[src/rtl/mem_port_arbiter.sv]
// mem_port_arbiter: N-channel cache line arbiter sharing one registered memory port
// Ports:
//   clk, rst_n            clock, asynchronous active-low reset
//   ch_read/ch_write      per-channel line requests, held until ch_ready
//   ch_addr/ch_wdata      packed per-channel line address / write line
//   ch_rdata              read line returned to the granted channel
//   ch_ready              one-cycle completion pulse to the granted channel
//   mem_read/mem_write    registered memory request, held until mem_ready
//   mem_addr/mem_wdata    registered memory address / write line
//   mem_rdata/mem_ready   memory read line and completion
module mem_port_arbiter #(
   parameter int NCH        = 2,
   parameter int ADDR_W     = 28,
   parameter int LINE_W     = 128,
   parameter int FIXED_PRIO = 0
) (
   input  logic                  clk,
   input  logic                  rst_n,
   input  logic [NCH-1:0]        ch_read,
   input  logic [NCH-1:0]        ch_write,
   input  logic [NCH*ADDR_W-1:0] ch_addr,
   input  logic [NCH*LINE_W-1:0] ch_wdata,
   output logic [LINE_W-1:0]     ch_rdata,
   output logic [NCH-1:0]        ch_ready,
   output logic                  mem_read,
   output logic                  mem_write,
   output logic [ADDR_W-1:0]     mem_addr,
   output logic [LINE_W-1:0]     mem_wdata,
   input  logic [LINE_W-1:0]     mem_rdata,
   input  logic                  mem_ready
);
   localparam int IW = $clog2(NCH);
   localparam logic [IW:0] NCHV = (IW+1)'(NCH);
   localparam logic [1:0] IDLE = 2'd0, BUSY = 2'd1, RESP = 2'd2;
   logic [1:0]     state;
   logic [IW-1:0]  rr_ptr, gnt, win, off;
   logic [NCH-1:0] mask, req, rot, pick;
   logic [IW:0]    sum, nxt;
   assign req = (ch_read | ch_write) & ~mask;
   // rotate so that bit 0 is the channel at rr_ptr; lowest set bit is the winner offset
   assign rot = NCH'({req, req} >> rr_ptr);
   assign pick = FIXED_PRIO != 0 ? req : rot;
   always_comb begin
      off = '0;
      for (int k = NCH-1; k >= 0; k--)
         if (pick[k]) off = IW'(k);
   end
   assign sum = {1'b0, off} + (FIXED_PRIO != 0 ? (IW+1)'(0) : {1'b0, rr_ptr});
   assign win = IW'(sum >= NCHV ? sum - NCHV : sum);
   assign nxt = {1'b0, win} + 1'b1;
   always_ff @(posedge clk or negedge rst_n) begin
      if (!rst_n) begin
         state     <= IDLE;
         mem_read  <= 1'b0;
         mem_write <= 1'b0;
         mem_addr  <= '0;
         mem_wdata <= '0;
         ch_rdata  <= '0;
         ch_ready  <= '0;
         rr_ptr    <= '0;
         gnt       <= '0;
         mask      <= '0;
      end else begin
         ch_ready <= '0;
         mask     <= '0;
         case (state)
            IDLE: if (|pick) begin
               // a write wins over a simultaneous read; the read is re-arbitrated later
               gnt       <= win;
               mem_write <= ch_write[win];
               mem_read  <= ~ch_write[win];
               mem_addr  <= ch_addr[win*ADDR_W +: ADDR_W];
               mem_wdata <= ch_wdata[win*LINE_W +: LINE_W];
               if (FIXED_PRIO == 0) rr_ptr <= nxt == NCHV ? '0 : nxt[IW-1:0];
               state     <= BUSY;
            end
            BUSY: if (mem_ready) begin
               if (mem_read) ch_rdata <= mem_rdata;
               mem_read  <= 1'b0;
               mem_write <= 1'b0;
               ch_ready  <= NCH'(1) << gnt;
               state     <= RESP;
            end
            RESP: begin
               // hide the just-served channel for one IDLE cycle while it drops its request
               mask  <= NCH'(1) << gnt;
               state <= IDLE;
            end
            default: state <= IDLE;
         endcase
      end
   end
endmodule

[config.mk]
export PLATFORM = sky130hd
export DESIGN_NAME = mem_port_arbiter
export DESIGN_NICKNAME = d
export VERILOG_FILES = /design/src/rtl/mem_port_arbiter.sv
export SDC_FILE = /design/constraint.sdc
export NUM_CORES = 1
export LEC_CHECK = 0
export ABC_CLOCK_PERIOD_IN_PS = 4600
export CORE_AREA = 2 2 284 286
export DETAILED_ROUTE_END_ITERATION = 12
export DIE_AREA = 0 0 286 288
export MAX_ROUTING_LAYER = met4
export SLEW_MARGIN = 20
export SYNTH_ARGS = -nofsm -noshare
export SYNTH_HDL_FRONTEND = slang
export SYNTH_SLANG_ARGS = --single-unit
[constraint.sdc]
create_clock -name clk -period 4.6 [get_ports clk]
set_input_delay 1.38 -clock clk [delete_from_list [all_inputs] [get_ports clk]]
set_output_delay 1.38 -clock clk [all_outputs]
set_load 0.005 [all_outputs]
==> results of run 1 <==
## cells in the mapped netlist (2+ instances only)
cell type / n
buf_4: 3
dfrtp_1: 294
mux2_1: 128
inv_2: 2
a221o_1: 156
buf_1: 7
clkbuf_1: 63
and2_1: 2
a21oi_1: 2
buf_2: 44
o2111a_1: 156
nand2_1: 2
## power by group through the flow
stage / Sequential (uW) / Combinational (uW) / Clock [uW]
after floorplan: 4650 / 2680 / 0
after global placement: 4670 / 6610 / 0
after detailed placement: 4700 / 6730 / 0
after CTS: 4700 / 6750 / 2950
after global routing: 4840 / 7130 / 3040
final: 4690 / 6660 / 2840
## routing by layer
layer | GRT usage (%) | share of wire [%]
met1 | 14.66 | 39
met2 | 20.54 | 49
met3 | 3.780 | 8.2
met4 | 5.262 | 3.8
met5 | - | 0
## cells by family after synthesis
logic type	share of synthesized area, %
compound gates	26.89
flops	57.36
mux	11.24
buf+inv	4.000
simple gates	0.5172
## worst max path at each step
stage,start,end,slack [ns],cells after the start
after floorplan,ch_write[0],mem_addr[0],2.05,6
after global placement,mem_ready,ch_rdata[72],1.19,6
after detailed placement,mem_ready,ch_rdata[33],1.17,6
after CTS,mem_wdata[25],mem_wdata[25],1.47,1
after global routing,mem_wdata[25],mem_wdata[25],1.38,1
final,mem_wdata[6],mem_wdata[6],1.57,1
## through the flow
| stage | hold slack [ns] | total power [uW] | worst slack, ns | utilization (%) |
|---|---|---|---|---|
| after floorplan | 0.4556 | 7334 | 2.050 | - |
| after global placement | 0.4727 | 11280 | 1.187 | 26.77 |
| after detailed placement | 0.4808 | 11430 | 1.167 | 26.77 |
| after CTS | 0.4932 | 14400 | 1.471 | 28.22 |
| after global routing | 0.4993 | 15010 | 1.383 | 28.23 |
| final | 0.4871 | 14190 | 1.568 | 28.23 |
## cell type report
type	instances	share of cell area, %
Antenna cell	3	0.03339
Clock buffer	51	4.663
Clock inverter	11	0.5008
Inverter	2	0.05565
Multi-Input combinational cell	466	22.23
Sequential cell	294	32.72
Tap cell	1060	5.899
Timing Repair Buffer	755	33.90
## registers in the layout (all words and copies together) (netlist names)
register	cells
mem_wdata	128
rr_ptr	1
ch_ready	2
mem_addr	28
mem_write	1
mem_read	1
mask	2
state	2
gnt	1
ch_rdata	128
==> results.sh, run 1 <==
export IMPL_placed_area_mm2=0.02132
export IMPL_finalMaxSlewViolations=0
export IMPL_cts_sink_count=294
export IMPL_placed_cells=2577
export IMPL_r2r_cells=4
export IMPL_final_cell_mix="clkdlybuf4s50_1 (733), dfrtp_1 (294), o2111a_1 (156), a221o_1 (156), mux2_1 (128)"
export IMPL_pwr_share_comb_pct=46.9
export IMPL_synth_top_area_cell="dfrtp_1"
export IMPL_n_fill_cell=8143
export IMPL_top_level_ports=735
export IMPL_wl_per_cell_um=20.42
export IMPL_seq_power_share_pct=33.0
export IMPL_dieArea_mm2=0.08237
export IMPL_final_common_cell="clkdlybuf4s50_1"
export IMPL_finalClockSkew_ns=0.01347
export IMPL_crit_path_end_kind="primary output"
export IMPL_critPathMaxStageDelay_ns=0.76
export IMPL_synth_top_area_share_pct=57.36
export IMPL_critical_path_required_ns=3.22
export IMPL_r2r_end="mem_wdata[84]"
export IMPL_min_path_cells=1
export IMPL_rows=104
export IMPL_syn_area_mm2=0.01283
export IMPL_clockRootBuffer="clkbuf_16"
export IMPL_cp_slowest_cell="clkdlybuf4s50_1"
export IMPL_wl_um=53940
export IMPL_multi_input_area_mm2=0.004997
export IMPL_first_pass_iters=4
export IMPL_tightest_slew_ns=0.9208
export IMPL_netlist_instances=879
export IMPL_clkLatencyLatePin_ns=0.54
export IMPL_grtUsageTotal_pct=12.70
export IMPL_cap_viol_max_count=0
export IMPL_drt_iter0_markers=460
export IMPL_synth_main_ff_cell="dfrtp_1"
export IMPL_grt_overflow_total=0
export IMPL_synthToLayoutAreaGrowth_pct=75.30
export IMPL_p_leak_uw=0.008928
export IMPL_synth_seq_cells=294
export IMPL_htreeDepth=2
export IMPL_startpoint_type="flop"
export IMPL_drc=0
export IMPL_syn_avg_cell_area_um2=14.59
export IMPL_holdBufCountCts=0
export IMPL_syn_num_nets=1326
export IMPL_status="finished clean"
export IMPL_grt_pass1_wl_um=78430
export IMPL_grt_setup_unrepaired="no"
export IMPL_period_share_pct=65.92
export IMPL_nNetsFinal=2002
export IMPL_fp_dieH_um=288
export IMPL_antenna_found_initial=4
export IMPL_crit_path_max_fanout=2
export IMPL_min_period_ns=3.032
export IMPL_seq_area_mm2=0.007357
export IMPL_hold_path_end="ch_rdata[91]"
export IMPL_numPortBuffers=734
export IMPL_core_mm2=0.07964
export IMPL_ant_nets=0
export IMPL_cpLargestDelayFamily="buffers and inverters"
export IMPL_post_drt_via_cell_ratio=4.329
export IMPL_cts_resized=0
export IMPL_irDropWorstVdd_uv=369.9
export IMPL_design_area_mm2=0.02248
export IMPL_cts_setup_buffers=0
export IMPL_cts_buffers=36
export IMPL_hp_class="reg2reg"
export IMPL_p_int_uw=9480
export IMPL_setup_violations=0
export IMPL_fin_setup_tns_ns=0
export IMPL_yosys_top_cells_area="dfrtp_1 (57%), o2111a_1 (14%), a221o_1 (12%)"
export IMPL_relSlewSlack_pct=38.61
export IMPL_report_final_hold_viol_count=0
export IMPL_drive_gt1_share_pct=5.446
export IMPL_first_global_vias=12310
export IMPL_initial_core_util_pct=16.11
export IMPL_crit_type="reg2out"
export IMPL_grt_max_degree=159
export IMPL_final_cells=2642
export IMPL_gp_congestion=0.8489
export IMPL_path_clk_slew_ns=0.06
export IMPL_ys_seq_area_share_pct=57.36
export IMPL_synth_edf_count=0
export IMPL_p_sw_share_pct=33.17
export IMPL_pwr_share_clk_pct=20.0
export IMPL_die_w_um=286
export IMPL_path_cells="clkdlybuf4s50_1"
export IMPL_cts_tree="yes"
export IMPL_worstHoldStart="ch_rdata[91]"
export IMPL_yosys_warnings=0
export IMPL_r2r_start="rr_ptr"
export IMPL_fmax_mhz=329.8
export IMPL_critPathBufInv=1
export IMPL_r2r_slack_ns=2.15
export IMPL_switchingPower_uw=4706
export IMPL_critPathArrivalTime_ns=1.65
export IMPL_ys_types=32
export IMPL_vias=11440
export IMPL_place_hpwl_um=38230
export IMPL_ys_async_sr_fraction_pct=100.0
export IMPL_power_density_mw_per_mm2=631.0
export IMPL_cts_buffer_depth=3
Power figures use the tool's default switching activity.
==> run 2, diff against run 1 <==
Settings changed: ABC_CLOCK_PERIOD_IN_PS 4600 to 2700, CORE_AREA 2 2 284 286 to 2 2 285 287, DIE_AREA 0 0 286 288 to 0 0 287 289.
Clock period 4.6 ns to 2.7 ns, I/O delays scaled along.
==> run 2 against run 1 <==
Clock-buffer cell count unchanged. Cell area up 2.1%. Worst setup slack got worse by 1.4 ns. Sequential share of layout area down 0.68 points. Clock power is 64% higher. Cell count up 1.7%. First-iteration DRC count increased by 33%. Die area is 0.70% higher. Core utilization rose by 0.50 points. Largest power group unchanged. Highest routed layer unchanged.
==> results.sh, run 2 (same netlist as run 1, synthesis figures left out) <==
export IMPL_drc=0
export IMPL_cp_slowest_cell="clkdlybuf4s50_1"
export IMPL_cts_buffers=35
export IMPL_crit_path_max_fanout=2
export IMPL_nNetsFinal=2048
export IMPL_seq_power_share_pct=32.8
export IMPL_reg_top3="ch_rdata (128), mem_wdata (128), mem_addr (28)"
export IMPL_fin_setup_tns_ns=0
export IMPL_critPathMaxStageDelay_ns=0.78
export IMPL_min_period_ns=2.517
export IMPL_total_power_uw=24500
export IMPL_relSlewSlack_pct=54.96
export IMPL_drive_gt1_share_pct=7.882
export IMPL_fp_dieH_um=289
export IMPL_path_cells="clkdlybuf4s50_1"
export IMPL_placed_cells=2624
export IMPL_pwr_share_clk_pct=19.0
export IMPL_place_hpwl_um=41530
export IMPL_cts_sink_count=294
export IMPL_antenna_found_initial=4
export IMPL_multi_input_area_mm2=0.004997
export IMPL_holdBufCountCts=0
export IMPL_clockRootBuffer="clkbuf_16"
export IMPL_tightest_slew_ns=0.6757
export IMPL_final_common_cell="clkdlybuf4s50_1"
export IMPL_grt_max_degree=87
export IMPL_seq_area_mm2=0.007357
export IMPL_htreeDepth=2
export IMPL_finalClockSkew_ns=0.008156
export IMPL_wl_per_cell_um=20.49
export IMPL_status="finished clean"
export IMPL_gp_congestion=0.8469
export IMPL_power_density_mw_per_mm2=1067
export IMPL_final_cell_mix="clkdlybuf4s50_1 (733), dfrtp_1 (294), o2111a_1 (156), a221o_1 (156), mux2_1 (128)"
export IMPL_grt_pass1_wl_um=78990
export IMPL_critPathArrivalTime_ns=1.71
export IMPL_switchingPower_uw=8042
export IMPL_cts_resized=0
export IMPL_ant_nets=0
export IMPL_final_cells=2688
export IMPL_cts_setup_buffers=0
export IMPL_cts_tree="yes"
export IMPL_path_clk_slew_ns=0.05
export IMPL_fmax_mhz=397.3
export IMPL_fin_util_pct=28.74
export IMPL_first_pass_iters=4
export IMPL_rows=104
export IMPL_dieArea_mm2=0.08294
export IMPL_grtUsageTotal_pct=12.84
export IMPL_grt_setup_unrepaired="no"
export IMPL_vias=11560
export IMPL_design_area_mm2=0.02296
export IMPL_die_w_um=287
export IMPL_setup_violations=0
export IMPL_core_mm2=0.07990
export IMPL_wl_um=55060
export IMPL_cpLargestDelayFamily="buffers and inverters"
export IMPL_initial_core_util_pct=16.05
export IMPL_p_int_uw=16460
export IMPL_synthToLayoutAreaGrowth_pct=79.02
export IMPL_crit_path_end_kind="primary output"
export IMPL_cap_viol_max_count=0
export IMPL_first_global_vias=12440
export IMPL_post_drt_via_cell_ratio=4.299
export IMPL_startpoint_type="flop"
export IMPL_critPathBufInv=1
export IMPL_hp_class="in2async"
export IMPL_n_fill_cell=8131
export IMPL_p_sw_share_pct=32.82
export IMPL_clkLatencyLatePin_ns=0.53
export IMPL_report_final_hold_viol_count=0
export IMPL_placed_area_mm2=0.02183
export IMPL_cts_buffer_depth=3
export IMPL_p_leak_uw=0.009180
export IMPL_numPortBuffers=734
export IMPL_grt_overflow_total=0
export IMPL_critical_path_required_ns=1.89
export IMPL_drt_iter0_markers=610
export IMPL_irDropWorstVdd_uv=473.7
export IMPL_top_level_ports=735
export IMPL_period_share_pct=93.23
export IMPL_finalMaxSlewViolations=0
export IMPL_crit_type="reg2out"
export IMPL_pwr_share_comb_pct=48.2
## run 2: cell count changes in the layout (fill, tap and decap cells not counted), sizes merged
cell	before	now
inv	4	3
clkinv	7	5
clkinvlp	0	1
buf	22	69
diode	3	4
## run 2: final cells by class
type,count,share of cell area (%)
repair buffers,802,35.44
flip-flops and latches,294,32.04
multi-input cells,466,21.76
well taps,1060,5.776
clock buffers,51,4.387
clock inverters,9,0.4904
inverters,2,0.05449
diodes,4,0.04359
## run 2: stage by stage
stage	hold WS (ns)	worst slack, ns
finish	0.2550	0.1829
global route	0.2603	0.06085
CTS	0.2486	0.09908
detailed placement	0.4799	-0.01337
global placement	0.4756	0.007845
floorplan	0.4556	0.7204
## run 2: path summary, 6_finish.rpt
kind,depth (start not counted),slack [ns],from,endpoint
max,1,0.18,mem_wdata[14],mem_wdata[14]
max reg2reg,5,0.84,rr_ptr,mem_wdata[117]
min,1,0.26,rst_n,ch_rdata[101]
min in group clk,1,0.49,ch_rdata[2],ch_rdata[2]
max in group asynchronous,2,1.64,rst_n,mem_addr[10]
min reg2reg,1,0.49,ch_rdata[2],ch_rdata[2]
## run 2: power groups by stage
stage | Sequential (uW) | Clock [uW] | Combinational, uW
after floorplan | 7920 | 0 | 4570
after global placement | 8040 | 0 | 11800
after detailed placement | 8050 | 0 | 12000
after CTS | 8060 | 4830 | 12000
after global routing | 8290 | 5010 | 12700
final | 8030 | 4670 | 11800
## run 2: per-layer routing
layer	GRT usage (%)	vias up	wire length, um	share of wire (%)
li1	-	5129	-	-
met1	14.48	5772	21340	39
met2	21.35	561	27080	49
met3	3.748	94	4514	8.2
met4	5.091	0	2127	3.9
met5	-	-	0	0
